[config.mk]
export PLATFORM = sky130hd
export DESIGN_NAME = datamover_realigner
export DESIGN_NICKNAME = d
export VERILOG_FILES = /design/src/rtl/datamover_realigner_pkg.sv /design/src/rtl/datamover_realigner_shift.sv /design/src/rtl/datamover_realigner.sv
export SDC_FILE = /design/constraint.sdc
export NUM_CORES = 1
export LEC_CHECK = 0
export ABC_AREA = 0
export BUFFER_PORTS_ARGS = -buffer_cell sky130_fd_sc_hd__buf_2
export CAP_MARGIN = 15
export CORE_ASPECT_RATIO = 0.5
export CORE_MARGIN = 2
export CORE_UTILIZATION = 57
export DETAILED_ROUTE_END_ITERATION = 12
export PLACE_DENSITY = 0.92
export SLEW_MARGIN = 20
export SYNTH_ARGS = -nofsm -noshare
export SYNTH_HDL_FRONTEND = slang
export SYNTH_SLANG_ARGS = --single-unit
export TNS_END_PERCENT = 10
[constraint.sdc]
create_clock -name clk_i -period 6.1 [get_ports clk_i]
set_clock_uncertainty 0.05 [all_clocks]
set_input_delay 0 -clock clk_i [delete_from_list [all_inputs] [get_ports clk_i]]
set_output_delay 0 -clock clk_i [all_outputs]
set_load 0.05 [all_outputs]
[src/rtl/datamover_realigner_pkg.sv]
// Shared types for the datamover byte realigner.
// Holds FSM state, latched job config and lane-count helper.
package datamover_package;

  typedef enum logic [1:0] {
    IDLE,
    RUN,
    FLUSH
  } realigner_state_t;

  localparam int CFG_OFF_W = 8;
  localparam int CFG_LEN_W = 32;

  // Wide enough for any supported stream/len width; narrower values zero-extend.
  typedef struct packed {
    logic [CFG_OFF_W-1:0] offset;
    logic [CFG_LEN_W-1:0] len;
  } realigner_cfg_t;

  function automatic int nb_of(input int bw);
    return bw / 8;
  endfunction

endpackage

[src/rtl/datamover_realigner_shift.sv]
// Byte-lane shifter: merges the current beat with the carried tail bytes
// and produces the next carry for an offset of off bytes.
module datamover_realigner_shift
  import datamover_package::*;
#(
  parameter int BW_ALIGNED = 32
) (
  input  logic [BW_ALIGNED-1:0]   in_data,
  input  logic [BW_ALIGNED/8-1:0] in_strb,
  input  logic [BW_ALIGNED-1:0]   carry_data,
  input  logic [BW_ALIGNED/8-1:0] carry_strb,
  input  logic [CFG_OFF_W-1:0]    off,
  output logic [BW_ALIGNED-1:0]   out_data,
  output logic [BW_ALIGNED/8-1:0] out_strb,
  output logic [BW_ALIGNED-1:0]   nxt_data,
  output logic [BW_ALIGNED/8-1:0] nxt_strb
);

  localparam int NB = nb_of(BW_ALIGNED);

  always_comb begin
    out_data = '0;
    out_strb = '0;
    nxt_data = '0;
    nxt_strb = '0;
    for (int j = 0; j < NB; j++) begin
      if (j >= int'(off)) begin
        out_data[8*j +: 8] = in_data[8*(j-int'(off)) +: 8];
        out_strb[j]        = in_strb[j-int'(off)];
      end else begin
        out_data[8*j +: 8] = carry_data[8*j +: 8];
        out_strb[j]        = carry_strb[j];
        nxt_data[8*j +: 8] = in_data[8*(j+NB-int'(off)) +: 8];
        nxt_strb[j]        = in_strb[j+NB-int'(off)];
      end
    end
  end

endmodule

[src/rtl/datamover_realigner.sv]
// Byte realigner between the datamover FIFO and the sink streamer.
// DATAMOVER_REALIGNER_PERF_EN adds the stall_cnt_o performance counter.
module datamover_realigner
  import datamover_package::*;
#(
  parameter int BW_ALIGNED = 32,
  parameter int LEN_WIDTH  = 16
) (
  input  logic                            clk_i,
  input  logic                            rst_i,
  input  logic                            clear_i,
  input  logic                            start_i,
  input  logic [$clog2(BW_ALIGNED/8)-1:0] offset_i,
  input  logic [LEN_WIDTH-1:0]            len_i,
  output logic                            busy_o,
  output logic                            done_o,
  input  logic                            data_in_valid,
  output logic                            data_in_ready,
  input  logic [BW_ALIGNED-1:0]           data_in_data,
  input  logic [BW_ALIGNED/8-1:0]         data_in_strb,
  output logic                            data_out_valid,
  input  logic                            data_out_ready,
  output logic [BW_ALIGNED-1:0]           data_out_data,
  output logic [BW_ALIGNED/8-1:0]         data_out_strb
`ifdef DATAMOVER_REALIGNER_PERF_EN
  ,
  output logic [31:0]                     stall_cnt_o
`endif
);

  localparam int NB = nb_of(BW_ALIGNED);

  realigner_state_t state;
  realigner_cfg_t   cfg;

  logic [LEN_WIDTH-1:0]  cnt;
  logic [LEN_WIDTH-1:0]  cnt_nxt;
  logic [BW_ALIGNED-1:0] carry_data;
  logic [NB-1:0]         carry_strb;
  logic [BW_ALIGNED-1:0] sh_data;
  logic [NB-1:0]         sh_strb;
  logic [BW_ALIGNED-1:0] nxt_data;
  logic [NB-1:0]         nxt_strb;
  logic                  in_hs;
  logic                  last_beat;
  logic                  has_flush;

  datamover_realigner_shift #(
    .BW_ALIGNED(BW_ALIGNED)
  ) u_shift (
    .in_data   (data_in_data),
    .in_strb   (data_in_strb),
    .carry_data(carry_data),
    .carry_strb(carry_strb),
    .off       (cfg.offset),
    .out_data  (sh_data),
    .out_strb  (sh_strb),
    .nxt_data  (nxt_data),
    .nxt_strb  (nxt_strb)
  );

  assign cnt_nxt   = cnt + LEN_WIDTH'(1);
  assign last_beat = CFG_LEN_W'(cnt_nxt) == cfg.len;
  assign has_flush = cfg.offset != '0;
  assign in_hs     = (state == RUN) && data_in_valid && data_out_ready;
  assign busy_o    = (state == RUN) || (state == FLUSH);

  // RUN is a pure pass-through so the FIFO keeps holding a stalled beat.
  always_comb begin
    data_in_ready  = 1'b0;
    data_out_valid = 1'b0;
    data_out_data  = '0;
    data_out_strb  = '0;
    unique case (state)
      RUN: begin
        data_in_ready  = data_out_ready;
        data_out_valid = data_in_valid;
        data_out_data  = sh_data;
        data_out_strb  = sh_strb;
      end
      FLUSH: begin
        data_out_valid = 1'b1;
        data_out_data  = carry_data;
        data_out_strb  = carry_strb;
      end
      default: ;
    endcase
  end

  always_ff @(posedge clk_i or posedge rst_i) begin
    if (rst_i) begin
      state      <= IDLE;
      cfg        <= '0;
      cnt        <= '0;
      carry_data <= '0;
      carry_strb <= '0;
      done_o     <= 1'b0;
    end else if (clear_i) begin
      state      <= IDLE;
      cfg        <= '0;
      cnt        <= '0;
      carry_data <= '0;
      carry_strb <= '0;
      done_o     <= 1'b0;
    end else begin
      done_o <= 1'b0;
      unique case (state)
        IDLE: begin
          if (start_i) begin
            cfg.offset <= CFG_OFF_W'(offset_i);
            cfg.len    <= CFG_LEN_W'(len_i);
            cnt        <= '0;
            carry_data <= '0;
            carry_strb <= '0;
            if (len_i != '0) state  <= RUN;
            else             done_o <= 1'b1;
          end
        end
        RUN: begin
          if (in_hs) begin
            cnt        <= cnt_nxt;
            carry_data <= nxt_data;
            carry_strb <= nxt_strb;
            if (last_beat) begin
              if (has_flush) begin
                state <= FLUSH;
              end else begin
                state  <= IDLE;
                done_o <= 1'b1;
              end
            end
          end
        end
        FLUSH: begin
          if (data_out_ready) begin
            state  <= IDLE;
            done_o <= 1'b1;
          end
        end
        default: state <= IDLE;
      endcase
    end
  end

`ifdef DATAMOVER_REALIGNER_PERF_EN
  always_ff @(posedge clk_i or posedge rst_i) begin
    if (rst_i) begin
      stall_cnt_o <= '0;
    end else if (clear_i) begin
      stall_cnt_o <= '0;
    end else if (busy_o && data_out_valid && !data_out_ready &&
                 stall_cnt_o != 32'hFFFF_FFFF) begin
      stall_cnt_o <= stall_cnt_o + 32'd1;
    end
  end
`endif

endmodule
==> results of run 1 <==
through the flow:
step                total power, uW  cell area, um2
floorplan                       883            4510
global placement                997            5000
detailed placement             1010            5000
CTS                            1530            5500
global route                   1610            5510
finish                         1550            5510
final cells by class:
type	count	area [um2]
flip-flops and latches	64	1610
fillers	488	1980
inverters	10	37.5
clock buffers	13	260
repair buffers	121	711
multi-input cells	360	2720
well taps	108	135
clock inverters	3	40.0
how the worst max path moves through the flow:
stage | endpoint | slack (ns) | cells past startpoint
after floorplan | data_out_data[0] | 2.52 | 10
after global placement | carry_data[21] | 2.84 | 9
final | carry_data[21] | 2.58 | 9
after global routing | carry_data[21] | 2.36 | 9
after CTS | data_out_data[5] | 2.56 | 6
after detailed placement | carry_data[21] | 2.71 | 9
cells in the mapped netlist, types with 2 or more instances:
cell / instances
and4_1: 2
xor2_1: 7
mux2i_1: 19
o2111ai_1: 2
a22o_1: 45
a211oi_1: 11
nand2b_1: 6
or2_2: 2
nor2_1: 23
a22oi_1: 9
o21ai_0: 39
and2_1: 13
nor2b_1: 14
xnor2_1: 11
o31ai_1: 17
a31oi_1: 3
clkbuf_1: 21
a21oi_2: 2
buf_4: 4
and3_1: 5
a21oi_1: 12
or3_1: 3
nand3_1: 15
mux4_2: 18
buf_2: 6
inv_1: 10
nand2_1: 37
nor3_1: 3
nand4_1: 5
ha_1: 9
buf_1: 5
dfrtp_1: 64
nor4_1: 10
worst max-delay path, stage by stage, from the launching register on:
cell and delay, ns:
dfrtp_1 0.40, inv_1 0.10, ha_1 0.27, a21oi_2 0.69, o21ai_0 0.36, o21ai_4 0.12
buf_4 0.47, nor2_1 0.31, and2_1 0.39, a22o_1 0.23
registers in the layout, summed over array words and instances, names as in the netlist:
signal      flops
carry_data     24
carry_strb      3
cfg            18
state           2
cnt            16
done_o          1
metal layers:
| layer | vias up | share of wire | track usage |
|---|---|---|---|
| met5 | - | 0 | 0 |
| met4 | 0 | 0.042 | 0.152 |
| met3 | 63 | 0.11 | 0.0667 |
| met2 | 364 | 0.46 | 0.529 |
| met1 | 2164 | 0.39 | 0.442 |
| li1 | 1986 | - | - |
layout by cell type (no fill, tap or decap), drive strengths merged, types with 13 or more instances in the layout:
| master | count |
|---|---|
| nand3 | 15 |
| clkbuf | 13 |
| o21ai | 40 |
| o31ai | 17 |
| nor2b | 14 |
| and2 | 13 |
| a21oi | 14 |
| mux4 | 18 |
| mux2i | 19 |
| nand2 | 37 |
| dlygate4sd3 | 20 |
| nor2 | 23 |
| dfrtp | 64 |
| buf | 101 |
| a22o | 45 |
timing repair:
action	in CTS	in global routing
setup buffers	0	0
hold buffers	20	0
hold endpoints to repair	84	0
where the power goes:
| group | switching, uW | internal (uW) | leakage, uW | total [uW] |
|---|---|---|---|---|
| logic | 347 | 188 | 0.00139 | 535 |
| registers | 46.4 | 449 | 0.000881 | 496 |
| clock network | 184 | 337 | 0.000150 | 521 |
cell families after synthesis:
logic type / synth area share
xor gates and xnor gates: 0.0349
and+or+nand+nor: 0.169
adders and majority gates: 0.0250
buffers and inverters: 0.0457
DFF: 0.355
AOI/OAI and AO/OA: 0.239
muxes: 0.132
==> results.py, run 1 <==
metrics = {
    "run_status": {
        "status": "finished clean",
    },
    "timing": {
        "setup_ws_ns": 2.58,
        "post-route-period-util": 0.577,
        "totalNegativeSetupSlack_ns": 0,
        "tightest_slew_ns": 0.955,
        "rsz0062_at_grt": "no",
        "fmax_mhz": 284,
        "setup_viol": 0,
        "relSlewSlack": 0.357,
        "timing.hold.ws_ns": 0.0407,
        "hold_viol": 0,
        "layout_min_cycle_time_ns": 3.52,
        "drv_slew": 0,
    },
    "synth": {
        "avgSynthCellArea_um2": 9.58,
        "yosysSeqAreaShare": 0.355,
        "synth_nets": 540,
        "synth_edf_count": 0,
        "synth_seq_cells": 64,
        "synth_top_area_share": 0.355,
        "ys_async_sr_fraction": 1.00,
        "synth-main-ff-cell": "dfrtp_1",
        "syn_area_um2": 4510,
        "post-synth-top-area-cell": "dfrtp_1",
        "synthCells": 471,
        "synth_warnings": 0,
        "synth.distinct_cells": 52,
        "synth.area.top_cells": "dfrtp_1 35%, mux4_2 9.0%, a22o_1 8.7%",
    },
    "routing": {
        "wire_per_inst_um": 20.2,
        "drt_iter0_markers": 705,
        "drcViolationCount": 0,
        "wl_mm": 13.7,
        "vias": 4577,
        "ant_nets": 0,
        "routed_via_density": 6.74,
        "drt_pass1_iterations": 6,
    },
    "critical_path": {
        "endpoint_kind": "register",
        "crit_path_start_kind": "register",
        "critPathMaxFanout": 55,
        "reg2reg_slack_ns": 2.58,
        "critPathLaunch": "state[0]",
        "r2r_cells": 9,
        "cp.arrival_ns": 3.68,
        "crit_type": "reg -> reg",
        "reg2reg_to": "carry_data[21]",
        "required_ns": 6.26,
        "r2r_start": "state[0]",
    },
    "power_and_ir_drop": {
        "irDropWorstVdd_uv": 172,
        "power.density_nw_per_um2": 282,
        "power_leakage_uw": 0.00242,
    },
    "min_path": {
        "hold_start": "data_in_data[26]",
        "whs_endpoint": "carry_data[10]",
        "min_path_cells": 3,
        "holdCritPathClass": "in -> reg",
    },
    "floorplan": {
        "dieArea_um2": 8690,
        "initial_core_util": 0.603,
        "row_count": 22,
        "core_area_um2": 7490,
        "die-height_um": 66.9,
        "fp.dieW_um": 130,
        "io_pins": 100,
    },
    "global_route": {
        "antenna_found_initial": 0,
        "grt_max_degree": 65,
        "grt_pass1_vias": 4154,
        "gr-usage-all-layers": 0.332,
        "grt_pass1_wl_mm": 21.8,
        "grt.overflow.total": 0,
    },
    "place": {
        "portBuffers": 99,
        "dp.cells": 643,
        "place_ws_ns": 2.71,
        "routabilityCongestion": 0.961,
        "hpwlAfterDp_mm": 9.12,
    },
    "cts": {
        "cts_buffers": 9,
        "cts_tree": "done",
        "cts_resized": 0,
        "htree_levels": 3,
        "root_buffer": "clkbuf_16",
        "clkTransAtPathRegs_ns": 0.05,
        "clkLatencyLatePin_ns": 0.33,
        "cts_buffer_depth": 2,
        "clkSinkCount": 64,
    },
    "finish": {
        "drive_gt1_frac": 0.252,
        "utilization": 0.736,
        "finalNetCount": 635,
        "insertedDiodeCount": 0,
        "syn2layout_area_growth_pct": 22.0,
        "stdcell_count": 679,
    },
    "job": {
        "max-cap-violations": 0,
    },
}
(Power assumes the default switching activity.)
==> inputs of run 2 (changes only) <==
--- a/config.mk
+++ b/config.mk
@@ -5,14 +5,14 @@
 export SDC_FILE = /design/constraint.sdc
 export NUM_CORES = 1
 export LEC_CHECK = 0
-export ABC_AREA = 0
+export ABC_AREA = 1
 export BUFFER_PORTS_ARGS = -buffer_cell sky130_fd_sc_hd__buf_2
 export CAP_MARGIN = 15
 export CORE_ASPECT_RATIO = 0.5
 export CORE_MARGIN = 2
-export CORE_UTILIZATION = 57
+export CORE_UTILIZATION = 55
 export DETAILED_ROUTE_END_ITERATION = 12
-export PLACE_DENSITY = 0.92
+export PLACE_DENSITY = 0.9
 export SLEW_MARGIN = 20
 export SYNTH_ARGS = -nofsm -noshare
 export SYNTH_HDL_FRONTEND = slang
==> constraint.sdc (replaced) <==
create_clock -name clk_i -period 3.3 [get_ports clk_i]
set_clock_uncertainty 0.05 [all_clocks]
set_input_delay 0 -clock clk_i [delete_from_list [all_inputs] [get_ports clk_i]]
set_output_delay 0 -clock clk_i [all_outputs]
set_load 0.05 [all_outputs]
==> run 2 against run 1 <==
Net effect:
- count of clock-buffer cells in the layout is 1 lower
- sequential power is 82% higher
- routed wire length is 9.5% higher
- critical endpoint is now data_out_data[4]
- largest power group unchanged
==> results.py, run 2 <==
metrics = {
    "power_and_ir_drop": {
        "clkPwrFrac": 0.298,
        "sw_frac_of_total": 0.446,
        "power.internal_uw": 1880,
        "combPwrFrac": 0.435,
        "power.density_nw_per_um2": 598,
        "seqPwrFrac": 0.266,
        "irDropWorstVdd_uv": 413,
        "power_leakage_uw": 0.00286,
        "p_sw_uw": 1510,
    },
    "synth": {
        "synth_seq_cells": 64,
        "synth-main-ff-cell": "dfrtp_1",
        "synth.distinct_cells": 31,
        "synth_top_cells_by_count": "215 x nand2_1, 95 x inv_1, 74 x o21ai_0, 64 x dfrtp_1, 59 x nand3_1",
        "synth.most_common_cell": "nand2_1",
        "syn_area_um2": 4570,
        "ys_async_sr_fraction": 1.00,
        "avgSynthCellArea_um2": 6.66,
        "synthCells": 686,
        "synth_edf_count": 0,
        "yosysSeqAreaShare": 0.351,
        "post-synth-top-area-cell": "dfrtp_1",
        "synth_top_area_share": 0.351,
        "synth_nets": 755,
        "synth_warnings": 0,
        "synth.area.top_cells": "dfrtp_1 35%, nand2_1 18%, o21ai_0 8.1%",
    },
    "routing": {
        "routed_via_density": 6.00,
        "vias": 5491,
        "ant_nets": 0,
        "wire_per_inst_um": 16.4,
        "drt_pass1_iterations": 7,
        "drt_iter0_markers": 808,
        "drcViolationCount": 0,
        "wl_mm": 15.0,
    },
    "global_route": {
        "grt.overflow.total": 0,
        "grt_pass1_vias": 5068,
        "antenna_found_initial": 0,
        "grt_pass1_wl_mm": 23.7,
        "grt_max_degree": 47,
        "gr-usage-all-layers": 0.334,
    },
    "min_path": {
        "holdCritPathClass": "in -> reg",
        "min_path_cells": 5,
        "whs_endpoint": "carry_data[14]",
        "hold_start": "data_in_data[30]",
    },
    "finish": {
        "syn2layout_area_growth_pct": 24.3,
        "stdcell_count": 915,
        "top_register": "carry_data",
        "insertedDiodeCount": 0,
        "final_cell_mix": "215 x nand2_1, 99 x buf_2, 94 x inv_1",
        "largest_reg_flops": 24,
        "reg_top3": "carry_data (24), cfg (18), cnt (16)",
        "finalNetCount": 867,
        "drive_gt1_frac": 0.184,
        "mostFrequentLayoutCell": "nand2_1",
    },
    "floorplan": {
        "io_pins": 100,
        "core_area_um2": 8030,
        "dieArea_um2": 9090,
        "initial_core_util": 0.569,
        "row_count": 23,
        "die-height_um": 68.4,
        "fp.dieW_um": 133,
    },
    "critical_path": {
        "reg2reg_to": "carry_strb[1]",
        "endpoint_kind": "output port",
        "r2r_start": "state[0]",
        "crit_type": "reg -> out",
        "reg2reg_slack_ns": 0.35,
        "r2r_cells": 10,
        "required_ns": 3.25,
        "cp.arrival_ns": 2.95,
        "crit_path_start_kind": "register",
        "critPathMaxFanout": 18,
    },
    "cts": {
        "clkLatencyLatePin_ns": 0.33,
        "htree_levels": 3,
        "cts_buffers": 9,
        "cts_buffer_depth": 2,
        "root_buffer": "clkbuf_16",
        "cts_tree": "done",
        "cts_setup_buffers": 0,
        "clkTransAtPathRegs_ns": 0.06,
        "clkSinkCount": 64,
    },
    "place": {
        "portBuffers": 99,
        "routabilityCongestion": 0.980,
        "hpwlAfterDp_mm": 9.88,
        "dp.cells": 879,
    },
    "timing": {
        "fmax_mhz": 333,
        "tightest_slew_ns": 0.816,
        "drv_slew": 0,
        "setup_viol": 0,
        "layout_min_cycle_time_ns": 3.00,
        "rsz0062_at_grt": "no",
        "hold_viol": 0,
        "post-route-period-util": 0.910,
        "relSlewSlack": 0.456,
        "totalNegativeSetupSlack_ns": 0,
    },
    "job": {
        "max-cap-violations": 0,
    },
    "run_status": {
        "status": "finished clean",
    },
}
==> run 2: cells by family (layout without fill, tap and decap cells) <==
kind of cell,Yosys count,count (layout),synth area share
AOI/OAI and AO/OA,147,147,0.181
buffers and inverters,124,241,0.105
adders and majority gates,9,9,0.0247
xor gates and xnor gates,5,5,0.0159
and+or+nand+nor,337,337,0.323
DFF,64,64,0.351
==> run 2: through the flow <==
step / util / power (uW) / worst slack (ns) / cell area, um2 / hold slack, ns
after floorplan: - / 1940 / 0.171 / 4570 / 0.100
after global placement: 0.642 / 2270 / 0.669 / 5150 / 0.221
after detailed placement: 0.642 / 2300 / 0.603 / 5150 / 0.237
after CTS: 0.706 / 3320 / 0.269 / 5670 / 0.0211
after global routing: 0.707 / 3530 / 0.102 / 5680 / 0.0500
final: 0.707 / 3390 / 0.299 / 5680 / 0.0425
==> run 2: timing repair <==
| action | in CTS | in global routing |
|---|---|---|
| gates resized for setup | 0 | 1 |
| hold buffers | 20 | 0 |
| endpoints found under the setup margin | 0 | 1 |
| hold endpoints to repair | 65 | 0 |
==> run 2: worst max-delay path by stage <==
stage	start	end	slack, ns	cells past startpoint
2_1_floorplan	cfg[32]	data_out_strb[0]	0.17	13
3_3_place_gp	state[0]	carry_data[9]	0.67	11
3_5_place_dp	state[1]	carry_data[11]	0.60	11
4_1_cts	cfg[33]	data_out_data[6]	0.27	8
5_1_grt	cfg[33]	data_out_data[6]	0.10	8
6_report	cfg[33]	data_out_data[4]	0.30	8
==> run 2: power groups by stage <==
stage | Clock, uW | Combinational (uW) | Sequential [uW]
3_3_place_gp | 0 | 1360 | 908
5_1_grt | 1040 | 1590 | 908
6_report | 1010 | 1480 | 903
4_1_cts | 998 | 1430 | 899
2_1_floorplan | 0 | 1050 | 891
3_5_place_dp | 0 | 1390 | 912
==> run 2: layout make-up <==
cell class | instances | area (um2)
clock buffers | 12 | 267
clock inverters | 4 | 51.3
fillers | 625 | 2350
inverters | 97 | 369
multi-input cells | 498 | 2480
flip-flops and latches | 64 | 1600
well taps | 112 | 140
repair buffers | 128 | 763
==> run 2: metal layers <==
layer,global-route usage,vias up,part of all wire
met5,0,-,0
met4,0.149,0,0.037
met3,0.0830,87,0.11
met2,0.593,432,0.47
met1,0.398,2486,0.38
li1,-,2486,-
==> run 2: critical path, cell delays in order, from the launching register on <==
cell,delay (ns)
dfrtp_1,0.59
inv_1,0.27
ha_1,0.41
clkinvlp_4,0.28
nand3_1,0.18
o21ai_0,0.12
or2_2,0.29
a21oi_1,0.16
buf_2,0.30
==> inputs of run 3 (changes only) <==
--- a/config.mk
+++ b/config.mk
@@ -10,9 +10,10 @@
 export CAP_MARGIN = 15
 export CORE_ASPECT_RATIO = 0.5
 export CORE_MARGIN = 2
-export CORE_UTILIZATION = 55
+export CORE_UTILIZATION = 57
 export DETAILED_ROUTE_END_ITERATION = 12
-export PLACE_DENSITY = 0.9
+export PLACE_DENSITY = 0.92
+export RECOVER_POWER = 50
 export SLEW_MARGIN = 20
 export SYNTH_ARGS = -nofsm -noshare
 export SYNTH_HDL_FRONTEND = slang
==> constraint.sdc (replaced) <==
create_clock -name clk_i -period 3.75 [get_ports clk_i]
set_clock_uncertainty 0.05 [all_clocks]
set_input_delay 0 -clock clk_i [delete_from_list [all_inputs] [get_ports clk_i]]
set_output_delay 0 -clock clk_i [all_outputs]
set_load 0.05 [all_outputs]
==> run 3 against run 2 <==
Net effect:
- the run now ends with capacitance limit, slew limit left
- register-to-register slack improved by 0.52 ns
- count of clock-buffer cells in the layout did not move
- worst hold slack got worse by 0.025 ns
- cell area fell by 0.48%
- flip-flop and latch count did not move
- cell count did not move
- clock power fell by 15%
- die area fell by 3.4%
- largest cell class unchanged
- largest power group unchanged
==> results.py, run 3 (same netlist as run 2, synthesis figures left out) <==
metrics = {
    "run_status": {
        "status": "finished, violations left",
        "violations": "capacitance limit, slew limit",
    },
    "finish": {
        "top_register": "carry_data",
        "mostFrequentLayoutCell": "nand2_1",
        "largest_reg_flops": 24,
        "utilization": 0.716,
        "insertedDiodeCount": 0,
        "drive_gt1_frac": 0.173,
        "syn2layout_area_growth_pct": 23.7,
        "final_cell_mix": "215 x nand2_1, 96 x buf_2, 95 x inv_1",
        "finalNetCount": 867,
        "reg_top3": "carry_data (24), cfg (18), cnt (16)",
    },
    "routing": {
        "drcViolationCount": 0,
        "routed_via_density": 6.04,
        "wire_per_inst_um": 16.5,
        "wl_mm": 15.1,
        "ant_nets": 0,
        "drt_iter0_markers": 795,
        "drt_pass1_iterations": 7,
        "vias": 5527,
    },
    "cts": {
        "cts_tree": "done",
        "htree_levels": 3,
        "cts_buffers": 9,
        "cts_setup_buffers": 0,
        "clkSinkCount": 64,
        "cts_buffer_depth": 2,
        "clkLatencyLatePin_ns": 0.35,
        "clkTransAtPathRegs_ns": 0.05,
        "root_buffer": "clkbuf_16",
    },
    "global_route": {
        "grt_use_met1": 0.422,
        "grt.overflow.total": 0,
        "grt_use_met3": 0.0990,
        "busiest_layer": "met2",
        "antenna_found_initial": 0,
        "grt_pass1_wl_mm": 23.5,
        "grt_pass1_vias": 4955,
        "use_met2": 0.578,
        "grt_max_degree": 39,
        "gr-usage-all-layers": 0.347,
    },
    "place": {
        "portBuffers": 99,
        "hpwlAfterDp_mm": 9.68,
        "routabilityCongestion": 0.987,
        "place_ws_ns": 0.912,
    },
    "floorplan": {
        "row_count": 23,
        "core_area_um2": 7890,
        "io_pins": 100,
        "fp.dieW_um": 131,
        "initial_core_util": 0.579,
        "dieArea_um2": 8790,
        "die-height_um": 67.3,
    },
    "timing": {
        "layout_min_cycle_time_ns": 3.31,
        "post-route-period-util": 0.882,
        "setup_viol": 0,
        "drv_slew": 31,
        "hold_viol": 0,
        "timing.hold.ws_ns": 0.0178,
        "tightest_slew_ns": 1.72,
        "setup_ws_ns": 0.442,
        "totalNegativeSetupSlack_ns": 0,
        "rsz0062_at_grt": "no",
        "fmax_mhz": 302,
        "relSlewSlack": -0.145,
    },
    "critical_path": {
        "required_ns": 3.70,
        "critPathMaxFanout": 19,
        "cp.arrival_ns": 3.26,
        "endpoint_kind": "output port",
        "crit_path_start_kind": "register",
        "crit_type": "reg -> out",
    },
    "power_and_ir_drop": {
        "power_leakage_uw": 0.00283,
        "power.density_nw_per_um2": 521,
        "irDropWorstVdd_uv": 283,
    },
    "min_path": {
        "holdCritPathClass": "in -> reg",
    },
    "job": {
        "max-cap-violations": 1,
    },
}
[run 3: routing by layer]
metal  vias to the layer above  wire length [um]
met5                         -                 0
met4                         0               686
met3                        84              1640
met2                       409              7070
met1                      2543              5720
li1                       2491                 -
[run 3: worst paths after layout]
path / from / to / slack (ns) / cells after the start
max: cfg[33] / data_out_data[2] / 0.44 / 9
min in group asynchronous: rst_i / cnt[7] / 0.52 / 3
max in group asynchronous: rst_i / carry_data[1] / 0.93 / 4
min: data_in_data[30] / carry_data[14] / 0.02 / 5
max reg2reg: state[1] / carry_data[12] / 0.87 / 11
min reg2reg: carry_data[1] / carry_data[1] / 0.45 / 2
[run 3: repair_timing]
action                                 in CTS  in global routing
hold buffers                               21                  0
endpoints found under the hold margin      54                  0
resized for setup                           0                  0
setup endpoints to repair                   0                  0
[run 3: cell type report]
cell class                      instances  area (um2)
Clock buffer                           12         246
Clock inverter                          4        53.8
Fill cell                             583        2240
Inverter                               97         364
Multi-Input combinational cell        498        2480
Sequential cell                        64        1600
Tap cell                              112         140
Timing Repair Buffer                  128         758
[run 3: per-stage QoR]
| step | area, um2 | instances | total power [uW] |
|---|---|---|---|
| 6_report | 5650 | 915 | 2940 |
| 5_1_grt | 5650 | 915 | 3060 |
| 4_1_cts | 5660 | 915 | 2890 |
| 3_5_place_dp | 5150 | 878 | 2020 |
| 3_3_place_gp | 5150 | 878 | 1990 |
| 2_1_floorplan | 4570 | 686 | 1710 |
[run 3: report_power, final]
part	total, uW	switching [uW]	internal (uW)
clock	855	321	534
combinational	1300	962	335
sequential	790	45.9	744
total	2940	1330	1610
[run 3: critical path, cell delays in order, from the launching register on]
cell and delay, ns:
dfrtp_1 0.58, inv_1 0.27, ha_1 0.34, buf_4 0.21, clkinv_1 0.40, nand3_1 0.20
o21ai_0 0.16, or2_2 0.32, a21oi_1 0.13, buf_2 0.29
